<file path="config.mk">
export PLATFORM = sky130hd
export DESIGN_NAME = sdram_arbiter
export DESIGN_NICKNAME = d
export VERILOG_FILES = /design/src/rtl/sdram_arb_pkg.sv /design/src/rtl/sdram_dl_fifo.sv /design/src/rtl/sdram_arbiter.sv
export SDC_FILE = /design/constraint.sdc
export NUM_CORES = 1
export LEC_CHECK = 0
export CAP_MARGIN = 20
export CORE_ASPECT_RATIO = 2
export CORE_UTILIZATION = 57
export DETAILED_ROUTE_END_ITERATION = 12
export PLACE_DENSITY = 0.95
export SLEW_MARGIN = 20
export SYNTH_ARGS = -nofsm -noshare
export SYNTH_HDL_FRONTEND = slang
export SYNTH_HIERARCHICAL = 1
export SYNTH_SLANG_ARGS = --single-unit
export TNS_END_PERCENT = 30
</file>
<file path="constraint.sdc">
create_clock -name clk -period 3.4 [get_ports clk]
set_input_delay 0.51 -clock clk [delete_from_list [all_inputs] [get_ports clk]]
set_output_delay 0.51 -clock clk [all_outputs]
set_load 0.01 [all_outputs]
</file>
<file path="src/rtl/sdram_arb_pkg.sv">
// Shared types for the SDRAM request arbiter.
package sdram_arb_pkg;

   localparam int unsigned SLOT_CLKS = 8;
   localparam int unsigned ADDR_W    = 23;
   localparam int unsigned BANK_W    = 2;
   localparam int unsigned DATA_W    = 8;

   typedef enum logic [1:0] {
      IDLE   = 2'd0,
      ACTIVE = 2'd1,
      GAP    = 2'd2
   } state_e;

   typedef struct packed {
      logic [ADDR_W-1:0] addr;
      logic [BANK_W-1:0] bank;
      logic [DATA_W-1:0] data;
      logic              we;
   } req_t;

endpackage

</file>
<file path="src/rtl/sdram_dl_fifo.sv">
// Synchronous FIFO of download write requests; DEPTH must be a power of two.
module sdram_dl_fifo
   import sdram_arb_pkg::*;
#(
   parameter int unsigned DEPTH = 4
) (
   input  logic                     clk,
   input  logic                     reset,
   input  logic                     push_i,
   input  req_t                     data_i,
   input  logic                     pop_i,
   output req_t                     data_c,
   output logic                     full_c,
   output logic                     empty_c,
   output logic [$clog2(DEPTH):0]   count_o
);

   localparam int unsigned PTR_W = $clog2(DEPTH);
   localparam int unsigned CNT_W = PTR_W + 1;

   req_t             mem_q [DEPTH];
   logic [PTR_W-1:0] wr_ptr_q;
   logic [PTR_W-1:0] rd_ptr_q;
   logic [CNT_W-1:0] count_q;
   logic             push_ok_c;
   logic             pop_ok_c;

   assign full_c    = (count_q == CNT_W'(DEPTH));
   assign empty_c   = (count_q == '0);
   assign push_ok_c = push_i & ~full_c;
   assign pop_ok_c  = pop_i & ~empty_c;
   assign data_c    = mem_q[rd_ptr_q];
   assign count_o   = count_q;

   // Storage array, written on accepted push only
   always_ff @(posedge clk) begin
      if (push_ok_c) begin
         mem_q[wr_ptr_q] <= data_i;
      end
   end

   // Pointers wrap naturally at DEPTH; push+pop together keeps count
   always_ff @(posedge clk) begin
      if (reset) begin
         wr_ptr_q <= '0;
         rd_ptr_q <= '0;
         count_q  <= '0;
      end else begin
         if (push_ok_c) wr_ptr_q <= wr_ptr_q + PTR_W'(1);
         if (pop_ok_c)  rd_ptr_q <= rd_ptr_q + PTR_W'(1);
         count_q <= count_q + CNT_W'(push_ok_c) - CNT_W'(pop_ok_c);
      end
   end

endmodule

</file>
<file path="src/rtl/sdram_arbiter.sv">
// CPU / download arbiter in front of the slot-based SDRAM controller.
// Optional build macro SDRAM_ARB_DL_PRIO_EN: download FIFO wins whenever
// non-empty (cold-start ROM loading); otherwise the CPU has priority.
module sdram_arbiter
   import sdram_arb_pkg::*;
#(
   parameter int unsigned DL_DEPTH = 4
) (
   input  logic        clk,
   input  logic        reset,
   input  logic        clkref,
   input  logic        ram_ready,
   input  logic        cpu_req,
   input  logic        cpu_we,
   input  logic [22:0] cpu_addr,
   input  logic [1:0]  cpu_bank,
   input  logic [7:0]  cpu_din,
   output logic [7:0]  cpu_dout,
   output logic        cpu_ack,
   input  logic        dl_wr,
   input  logic [22:0] dl_addr,
   input  logic [1:0]  dl_bank,
   input  logic [7:0]  dl_data,
   output logic        dl_full,
   output logic        dl_overflow,
   output logic        mem_oe,
   output logic        mem_we,
   output logic [22:0] mem_addr,
   output logic [1:0]  mem_bank,
   output logic [7:0]  mem_din,
   input  logic [7:0]  mem_dout
);

   localparam int unsigned CNT_W = $clog2(DL_DEPTH) + 1;

   state_e           state_q;
   req_t             mem_req_q;
   logic             clkref_d_q;
   logic             cpu_owner_q;
   logic             mem_oe_q;
   logic             mem_we_q;
   logic             cpu_ack_q;
   logic             dl_overflow_q;
   logic [7:0]       cpu_dout_q;

   logic             slot_start_c;
   logic             cpu_sel_c;
   logic             dl_sel_c;
   logic             dl_pop_c;
   logic             dl_full_c;
   logic             dl_empty_c;
   logic [CNT_W-1:0] dl_count;
   req_t             cpu_req_c;
   req_t             dl_push_c;
   req_t             dl_head_c;
   req_t             win_req_c;

   assign slot_start_c = clkref & ~clkref_d_q;
   assign cpu_req_c    = '{addr: cpu_addr, bank: cpu_bank, data: cpu_din, we: cpu_we};
   assign dl_push_c    = '{addr: dl_addr, bank: dl_bank, data: dl_data, we: 1'b1};
   assign dl_pop_c     = slot_start_c & (state_q == ACTIVE) & ~cpu_owner_q & ~dl_empty_c;

   sdram_dl_fifo #(
      .DEPTH   (DL_DEPTH)
   ) u_dl_fifo (
      .clk     (clk),
      .reset   (reset),
      .push_i  (dl_wr),
      .data_i  (dl_push_c),
      .pop_i   (dl_pop_c),
      .data_c  (dl_head_c),
      .full_c  (dl_full_c),
      .empty_c (dl_empty_c),
      .count_o (dl_count)
   );

   // Pick the next client to launch
   always_comb begin
      cpu_sel_c = 1'b0;
      dl_sel_c  = 1'b0;
`ifdef SDRAM_ARB_DL_PRIO_EN
      if (dl_count != '0) begin
         dl_sel_c = 1'b1;
      end else if (cpu_req) begin
         cpu_sel_c = 1'b1;
      end
`else
      if (cpu_req) begin
         cpu_sel_c = 1'b1;
      end else if (dl_count != '0) begin
         dl_sel_c = 1'b1;
      end
`endif
      win_req_c = cpu_sel_c ? cpu_req_c : dl_head_c;
   end

   // Slot-aligned issue FSM; every mem_* change happens on slot_start only
   always_ff @(posedge clk) begin
      if (reset) begin
         state_q       <= IDLE;
         mem_req_q     <= '0;
         clkref_d_q    <= 1'b0;
         cpu_owner_q   <= 1'b0;
         mem_oe_q      <= 1'b0;
         mem_we_q      <= 1'b0;
         cpu_ack_q     <= 1'b0;
         dl_overflow_q <= 1'b0;
         cpu_dout_q    <= '0;
      end else begin
         clkref_d_q <= clkref;
         cpu_ack_q  <= 1'b0;
         if (dl_wr && dl_full_c) begin
            dl_overflow_q <= 1'b1;
         end
         if (slot_start_c) begin
            case (state_q)
               ACTIVE: begin
                  if (cpu_owner_q) begin
                     cpu_ack_q <= 1'b1;
                     if (!mem_we_q) begin
                        cpu_dout_q <= mem_dout;
                     end
                  end
                  mem_oe_q <= 1'b0;
                  mem_we_q <= 1'b0;
                  state_q  <= GAP;
               end
               default: begin
                  if (ram_ready && (cpu_sel_c || dl_sel_c)) begin
                     mem_req_q   <= win_req_c;
                     mem_oe_q    <= ~win_req_c.we;
                     mem_we_q    <= win_req_c.we;
                     cpu_owner_q <= cpu_sel_c;
                     state_q     <= ACTIVE;
                  end else begin
                     state_q <= IDLE;
                  end
               end
            endcase
         end
      end
   end

   assign mem_oe      = mem_oe_q;
   assign mem_we      = mem_we_q;
   assign mem_addr    = mem_req_q.addr;
   assign mem_bank    = mem_req_q.bank;
   assign mem_din     = mem_req_q.data;
   assign cpu_ack     = cpu_ack_q;
   assign cpu_dout    = cpu_dout_q;
   assign dl_full     = dl_full_c;
   assign dl_overflow = dl_overflow_q;

endmodule

</file>
==> results of run 1 <==
sequential cells by signal, indices dropped and copies added (netlist names), named ones only:
name,cells
clkref_d_q,1
cpu_ack,1
cpu_dout,8
cpu_owner_q,1
dl_overflow,1
mem_addr,23
mem_bank,2
mem_din,8
mem_oe,1
mem_we,1
state_q,2
u_dl_fifo/count_o,3
u_dl_fifo/mem_q,136
u_dl_fifo/rd_ptr_q,2
u_dl_fifo/wr_ptr_q,2
worst min path at each step:
stage | from | endpoint | slack, ps | cells after the start
after floorplan | state_q[1] | state_q[1] | 440 | 2
after CTS | cpu_dout[6] | cpu_dout[6] | 480 | 2
after global placement | dl_overflow | dl_overflow | 460 | 2
final | cpu_dout[5] | cpu_dout[5] | 470 | 2
after global routing | cpu_dout[5] | cpu_dout[5] | 490 | 2
after detailed placement | cpu_dout[6] | cpu_dout[6] | 470 | 2
per-stage QoR:
| step | cell area (sq um) | util | hold slack [ps] |
|---|---|---|---|
| floorplan | 7870 | - | 440 |
| global placement | 9160 | 0.681 | 456 |
| detailed placement | 9160 | 0.681 | 468 |
| CTS | 9780 | 0.728 | 478 |
| global route | 9780 | 0.728 | 492 |
| finish | 9780 | 0.728 | 472 |
worst max-delay path: cells and delay by family:
| family | cells | cell delay, ps |
|---|---|---|
| compound gates | 1 | 150 |
| simple gates | 3 | 640 |
| xor+xnor | 2 | 380 |
| fa+ha+maj | 3 | 760 |
| buf+inv | 3 | 670 |
cells in the mapped netlist (2+ instances only):
library cell	n	share of area
a31oi_1	33	0.026
mux4_1	4	0.013
mux2i_1	43	0.055
nand2b_1	22	0.018
nand3b_1	2	0.0019
ha_1	6	0.0096
o21ai_0	2	0.0013
or3_1	2	0.0016
nor2b_1	3	0.0024
edfxtp_1	136	0.52
nand2_1	3	0.0014
xnor2_1	2	0.0022
dfxtp_1	58	0.15
buf_2	3	0.0019
nor2_1	5	0.0024
nor3b_1	2	0.0019
mux4_2	30	0.086
buf_12	3	0.0076
buf_1	3	0.0014
inv_1	8	0.0038
a211oi_2	29	0.046
a21oi_1	5	0.0032
a211oi_1	4	0.0038
and2_1	5	0.0040
buf_6	7	0.010
clkbuf_1	20	0.0096
kinds of logic (layout without fill, tap and decap cells):
group | after synthesis | count (layout)
and+or+nand+nor | 53 | 53
DFF | 194 | 194
buffers and inverters | 44 | 176
other | 1 | 4
adders and majority gates | 7 | 7
muxes | 77 | 77
xor gates and xnor gates | 3 | 3
AOI/OAI and AO/OA | 77 | 77
placed cells by master (no fill, tap or decap), types with 5 or more instances in the layout:
cell | Yosys | routed
edfxtp_1 | 136 | 136
clkdlybuf4s50_1 | 0 | 124
dfxtp_1 | 58 | 56
mux2i_1 | 43 | 43
a31oi_1 | 33 | 33
mux4_2 | 30 | 30
a211oi_2 | 29 | 29
nand2b_1 | 22 | 22
clkbuf_16 | 0 | 17
buf_4 | 0 | 10
inv_1 | 8 | 8
ha_1 | 6 | 6
a21oi_1 | 5 | 5
nor2_1 | 5 | 5
metal layers:
metal / global-route usage / vias to the layer above
li1: - / 2039
met1: 0.294 / 2356
met2: 0.494 / 257
met3: 0.0525 / 38
met4: 0.141 / 0
met5: 0 / -
area by class of cell:
| class | count | area (sq um) | share of cell area |
|---|---|---|---|
| flip-flops and latches | 194 | 5250 | 0.536 |
| multi-input cells | 221 | 2360 | 0.241 |
| repair buffers | 136 | 1330 | 0.136 |
| inverters | 8 | 30.0 | 0.00307 |
| clock inverters | 12 | 178 | 0.0182 |
| well taps | 155 | 194 | 0.0198 |
| clock buffers | 20 | 447 | 0.0457 |
power by group through the flow:
| stage | registers, mW | logic (mW) | clock network, mW |
|---|---|---|---|
| 2_1_floorplan | 2.92 | 0.512 | 0 |
| 3_3_place_gp | 2.90 | 0.842 | 0 |
| 3_5_place_dp | 2.93 | 0.883 | 0 |
| 4_1_cts | 2.89 | 0.905 | 2.11 |
| 5_1_grt | 2.90 | 0.964 | 2.20 |
| 6_report | 2.89 | 0.907 | 2.08 |
==> metrics.md, run 1 <==
| Metric | Value |
|---|---|
| Sequential share of the synthesized area | `0.668` |
| Logic pwr share | `0.154` |
| PortBufs | `126` |
| Mux cell area share after synthesis | `0.154` |
| Ratio of cells with drive above 1 in the final layout | `0.190` |
| Final Hold Viols | `0` |
| Critical Path Start Type | `input port` |
| Crit. Startpoint | `clkref` |
| Critical-path top delay cell | `clkdlybuf4s50_1` |
| Clk pin slew, worst setup/hold paths | `roughly 60 ps` |
| Mapped Cells | `between 400 and 500` |
| Highest metal used | `met4` |
| R2R Setup Slk | `790 ps` |
| Crit path cell chain | `clkdlybuf4s50_1, nand4bb_1, nor3_1, o31ai_2, inv_1, ha_1, inv_1, ha_1, fa_1, xnor2_1, xnor2_1, nor2_1` |
| CTS tree | `built` |
| Hold-fix buffers, CTS | `0` |
| Initial antenna violation count | `0` |
| Crit Path Max Fanout | `6` |
| Met1 wire length | `about 6000 um` |
| Mapped Area | `slightly below 0.008 sq mm` |
| Chip height | `168 um` |
| HPWL Detailed | `approximately 11000 um` |
| Switch share | `0.244` |
| Clk_lat worst skew | `430 ps` |
| CP arrival | `3110 ps` |
| Met2 WL post-DR | `10400 um` |
| Power Dens Cells | `601 mW/mm^2` |
| Num CTS Buffers | `17` |
| Peak supply drop | `0.498 mV` |
| Via count | `4690` |
| Synth Area in Compound Gates | `0.0849` |
| Placed Cells | `714` |
| Final setup viols | `0` |
| Non-Filler Instances | `approximately 750` |
| Total gr overflow | `0` |
| Seq pwr share | `0.492` |
| Yosys warns | `6` |
| Iter 0 DRT Violations | `358` |
| Minimum clock period | `around 2800 ps` |
| RR Startpoint | `clkref_d_q` |
| Max Freq | `0.354 GHz` |
| Htree depth | `4` |
| Reg2Reg Depth | `11` |
| Die X | `between 80 and 90 um` |
| Pint | `between 4 and 5 mW` |
| Post-CTS Resized | `0` |
| Clock power frac | `0.354` |
| Max stage delay on crit path | `520 ps` |
| Clock skew | `12.1 ps` |
| Drt first pass iters | `5` |
| Predominant post-synthesis flop cell | `edfxtp_1` |
| Die area | `0.0143 sq mm` |
| Max-slew headroom | `0.299` |
| Yosys reg bits | `194` |
| Core ar. | `0.0134 sq mm` |
| Critical path type | `in -> reg` |
| I/O Pins | `127` |
| Initial core utilization | `0.585` |
| Vias in the first global route | `4956` |
| Final #Nets | `666` |
| CTS root buf | `clkbuf_16` |
| Fin crit share | `0.832` |
| P_sw | `~1.4 mW` |
| Fill cells | `777` |
| Worst Setup EP | `u_dl_fifo/count_o[2]` |
| Max Cap Viol | `0` |
| Max-slew violations | `0` |
| RSZ-0062 raised after global routing | `no` |
| Post-route DRC | `0` |
| Number of synthesized flops with an enable pin | `136` |
| Routed Wire Length | `18200 um` |
| Clock sinks | `194` |
| Area grow syn2layout | `24.5%` |
| Critical path required time | `3680 ps` |
| First-pass GRT wire length | `27800 um` |
| Clock tree buffer depth | `2` |
| Leak | `between 3 and 4 nW` |
| FF-to-FF End | `u_dl_fifo/count_o[2]` |
| Tot Pwr | `5.88 mW` |
| Post-Synth Simple-Gate Area | `0.0432` |
| Vias per inst | `6.29` |
| Hold/Removal Path Class | `reg -> reg` |
| Pin count of the biggest net entering global routing | `47` |
| GP Congestion | `0.735` |
| Postcts setup bufs | `0` |
| Cell variety after synth | `42` |
| Antenna cells | `0` |
| Setup_tns | `0 ps` |
| Cell row count | `60` |
| Endpoint class of the critical path | `flop` |
| Final ANT Viol Nets | `0` |
| Final worst slack | `571 ps` |
| Run status | `finished, final reports clean` |
| Avg WL per Cell | `24.3 um` |
| Adder-cell area share of the yosys netlist | `0.0121` |
| Largest family of logic cells by synthesized area | `multiplexers` |
| Worst-Margin Slew | `1050 ps` |
| Synth Area in XOR/XNOR | `0.00334` |
| Async set-reset flop share out of synthesis | `0` |
| WL met3 | `roughly 1200 um` |
| Pre-CTS setup slack | `293 ps` |
| Tot GR Track Use | `0.272` |
| Avg Inst Size Synth | `17.2 sq um` |
No activity file was read; power rests on OpenSTA's default activity.
==> inputs of run 2 (changes only) <==
--- a/config.mk
+++ b/config.mk
@@ -7,9 +7,9 @@
 export LEC_CHECK = 0
 export CAP_MARGIN = 20
 export CORE_ASPECT_RATIO = 2
-export CORE_UTILIZATION = 57
+export CORE_UTILIZATION = 53
 export DETAILED_ROUTE_END_ITERATION = 12
-export PLACE_DENSITY = 0.95
+export PLACE_DENSITY = 0.9
 export SLEW_MARGIN = 20
 export SYNTH_ARGS = -nofsm -noshare
 export SYNTH_HDL_FRONTEND = slang
==> constraint.sdc (replaced) <==
create_clock -name clk -period 2.9 [get_ports clk]
set_input_delay 0.435 -clock clk [delete_from_list [all_inputs] [get_ports clk]]
set_output_delay 0.435 -clock clk [all_outputs]
set_load 0.01 [all_outputs]
==> metrics.md, run 2 (synthesized netlist as in run 1, its figures left out) <==
| Metric | Value |
|---|---|
| Final Hold Viols | `0 (unchanged)` |
| Hold/Removal Path Class | `in -> reg (was reg -> reg)` |
| CP arrival | `2800 ps (was 3110 ps)` |
| Leak | `3.27 nW (was 3.26 nW)` |
| P_sw | `1.74 mW (was 1.43 mW)` |
| Drt first pass iters | `4 (was 5)` |
| Post-CTS Resized | `0 (unchanged)` |
| Num CTS Buffers | `17 (unchanged)` |
| Largest register FFs | `136 (unchanged)` |
| Tot GR Track Use | `0.229 (was 0.272)` |
| Max-slew violations | `0 (unchanged)` |
| Min-delay src | `reset (was cpu_dout[5])` |
| Routed Wire Length | `16400 um (was 18200 um)` |
| Iter 0 DRT Violations | `279 (was 358)` |
| Initial antenna violation count | `0 (unchanged)` |
| PortBufs | `126 (unchanged)` |
| Avg WL per Cell | `20.8 um (was 24.3 um)` |
| Clock skew | `10.9 ps (was 12.1 ps)` |
| Clock sinks | `194 (unchanged)` |
| FF-to-FF End | `u_dl_fifo/count_o[2] (unchanged)` |
| First-pass GRT wire length | `25900 um (was 27800 um)` |
| Critical Path Start Type | `input port (unchanged)` |
| Htree depth | `4 (unchanged)` |
| DP Area | `0.00926 sq mm (was 0.00916 sq mm)` |
| I/O Pins | `127 (unchanged)` |
| Postcts setup bufs | `0 (unchanged)` |
| Hold endpoint | `u_dl_fifo/rd_ptr_q[0] (was cpu_dout[5])` |
| Max Freq | `0.403 GHz` |
| Seq pwr share | `0.508 (was 0.492)` |
| Antenna cells | `0 (unchanged)` |
| CTS root buf | `clkbuf_16 (unchanged)` |
| Hold Path Depth | `2 (unchanged)` |
| Vias in the first global route | `5132 (was 4956)` |
| R2R Setup Slk | `500 ps (was 790 ps)` |
| Vias per inst | `5.83 (was 6.29)` |
| Minimum clock period | `roughly 2500 ps` |
| Pin count of the biggest net entering global routing | `37 (was 47)` |
| Fin util | `0.681 (was 0.728)` |
| Critical path required time | `3210 ps (was 3680 ps)` |
| Via count | `4602 (was 4690)` |
| Initial core utilization | `0.545 (was 0.585)` |
| Cell row count | `62 (was 60)` |
| Core ar. | `0.0144 sq mm (was 0.0134 sq mm)` |
| Power Dens Cells | `674 mW/mm^2 (was 601 mW/mm^2)` |
| Hold-fix buffers, CTS | `0 (unchanged)` |
| Reg2Reg Depth | `11 (unchanged)` |
| Clk pin slew, worst setup/hold paths | `70 ps (was 60 ps)` |
| Final Cell Area | `0.00983 sq mm (was 0.00978 sq mm)` |
| Endpoint class of the critical path | `flop (unchanged)` |
| Clock power frac | `0.335 (was 0.354)` |
| Die X | `88.1 um (was 85.0 um)` |
| Crit Path Max Fanout | `4 (was 6)` |
| Die area | `0.0153 sq mm (was 0.0143 sq mm)` |
| Critical path type | `in -> reg (unchanged)` |
| Max-slew headroom | `0.382 (was 0.299)` |
| Post-route DRC | `0 (unchanged)` |
| Total gr overflow | `0 (unchanged)` |
| Switch share | `0.262 (was 0.244)` |
| Final #Nets | `672 (was 666)` |
| RR Startpoint | `u_dl_fifo/count_o[1] (was clkref_d_q)` |
| RSZ-0062 raised after global routing | `no (unchanged)` |
| Commonest cells after routing, fill and taps aside | `edfxtp_1 (136), clkdlybuf4s50_1 (124), dfxtp_1 (56) (unchanged)` |
| Final setup viols | `0 (unchanged)` |
| Commonest non-fill, non-tap cell in the layout | `edfxtp_1 (unchanged)` |
| Biggest register | `u_dl_fifo/mem_q (unchanged)` |
| Fin crit share | `0.857` |
| Logic pwr share | `0.157 (was 0.154)` |
| Final ANT Viol Nets | `0 (unchanged)` |
| Peak supply drop | `0.458 mV (was 0.498 mV)` |
| Max Cap Viol | `0 (unchanged)` |
| Run status | `finished, final reports clean (unchanged)` |
| Area grow syn2layout | `25.0% (was 24.5%)` |
| GP Congestion | `0.783 (was 0.735)` |
| Clock tree buffer depth | `2 (unchanged)` |
| HPWL Detailed | `10700 um (was 11100 um)` |
| Clk_lat worst skew | `430 ps (about the same)` |
| Worst-Margin Slew | `927 ps (was 1050 ps)` |
| Chip height | `174 um (was 168 um)` |
| CTS tree | `built (unchanged)` |
| Ratio of cells with drive above 1 in the final layout | `0.201 (was 0.190)` |
| Pint | `4.89 mW (was 4.45 mW)` |
[run 2: cell count changes in the layout (fill, tap and decap cells not counted), moves of 2 or more]
cell / previous run / this run
clkinv_2: 3 / 1
bufinv_16: 4 / 0
buf_4: 10 / 15
clkbuf_1: 2 / 0
inv_8: 0 / 6
inv_6: 2 / 5
[run 2: area by class of cell]
| class | instances | area [sq um] |
|---|---|---|
| flip-flops and latches | 194 | 5250 |
| fillers | 943 | 4600 |
| multi-input cells | 221 | 2360 |
| repair buffers | 142 | 1380 |
| clock buffers | 17 | 425 |
| well taps | 192 | 240 |
| clock inverters | 15 | 139 |
| inverters | 8 | 30.0 |
[run 2: power groups by stage]
stage	clock [mW]	combinational (mW)	sequential (mW)
after floorplan	0	0.600	3.42
after global routing	2.36	1.11	3.39
after CTS	2.26	1.04	3.37
final	2.22	1.04	3.37
after global placement	0	0.992	3.40
after detailed placement	0	1.04	3.43
[run 2: how the worst max path moves through the flow]
stage | startpoint | end | cells after the start
2_1_floorplan | clkref | u_dl_fifo/count_o[2] | 11
3_3_place_gp | clkref | u_dl_fifo/count_o[2] | 12
3_5_place_dp | clkref | u_dl_fifo/count_o[2] | 12
4_1_cts | clkref | u_dl_fifo/count_o[2] | 12
5_1_grt | clkref | u_dl_fifo/count_o[2] | 12
6_report | clkref | u_dl_fifo/count_o[2] | 12
[run 2: critical path: stages]
cell	delay [ps]
clkdlybuf4s50_1	520
nand4bb_1	160
nor3_1	260
o31ai_2	140
inv_1	80
ha_1	120
inv_1	50
ha_1	210
fa_1	420
xnor2_1	200
xnor2_1	150
nor2_1	60
[run 2: metal layers]
metal,track usage,wire length (um),vias to the layer above
li1,-,-,2059
met1,0.250,5910,2288
met2,0.403,8850,211
met3,0.0494,1070,44
met4,0.122,581,0
met5,0,0,-
[run 2: stage by stage]
step	total power, mW	setup TNS (ps)	hold WS [ps]	cells	setup WS [ps]
floorplan	4.02	0	440	459	636
global route	6.86	0	465	789	278
CTS	6.67	0	448	789	421
global placement	4.40	0	451	757	110
finish	6.63	0	460	789	416
detailed placement	4.47	-23.7	458	757	-23.7
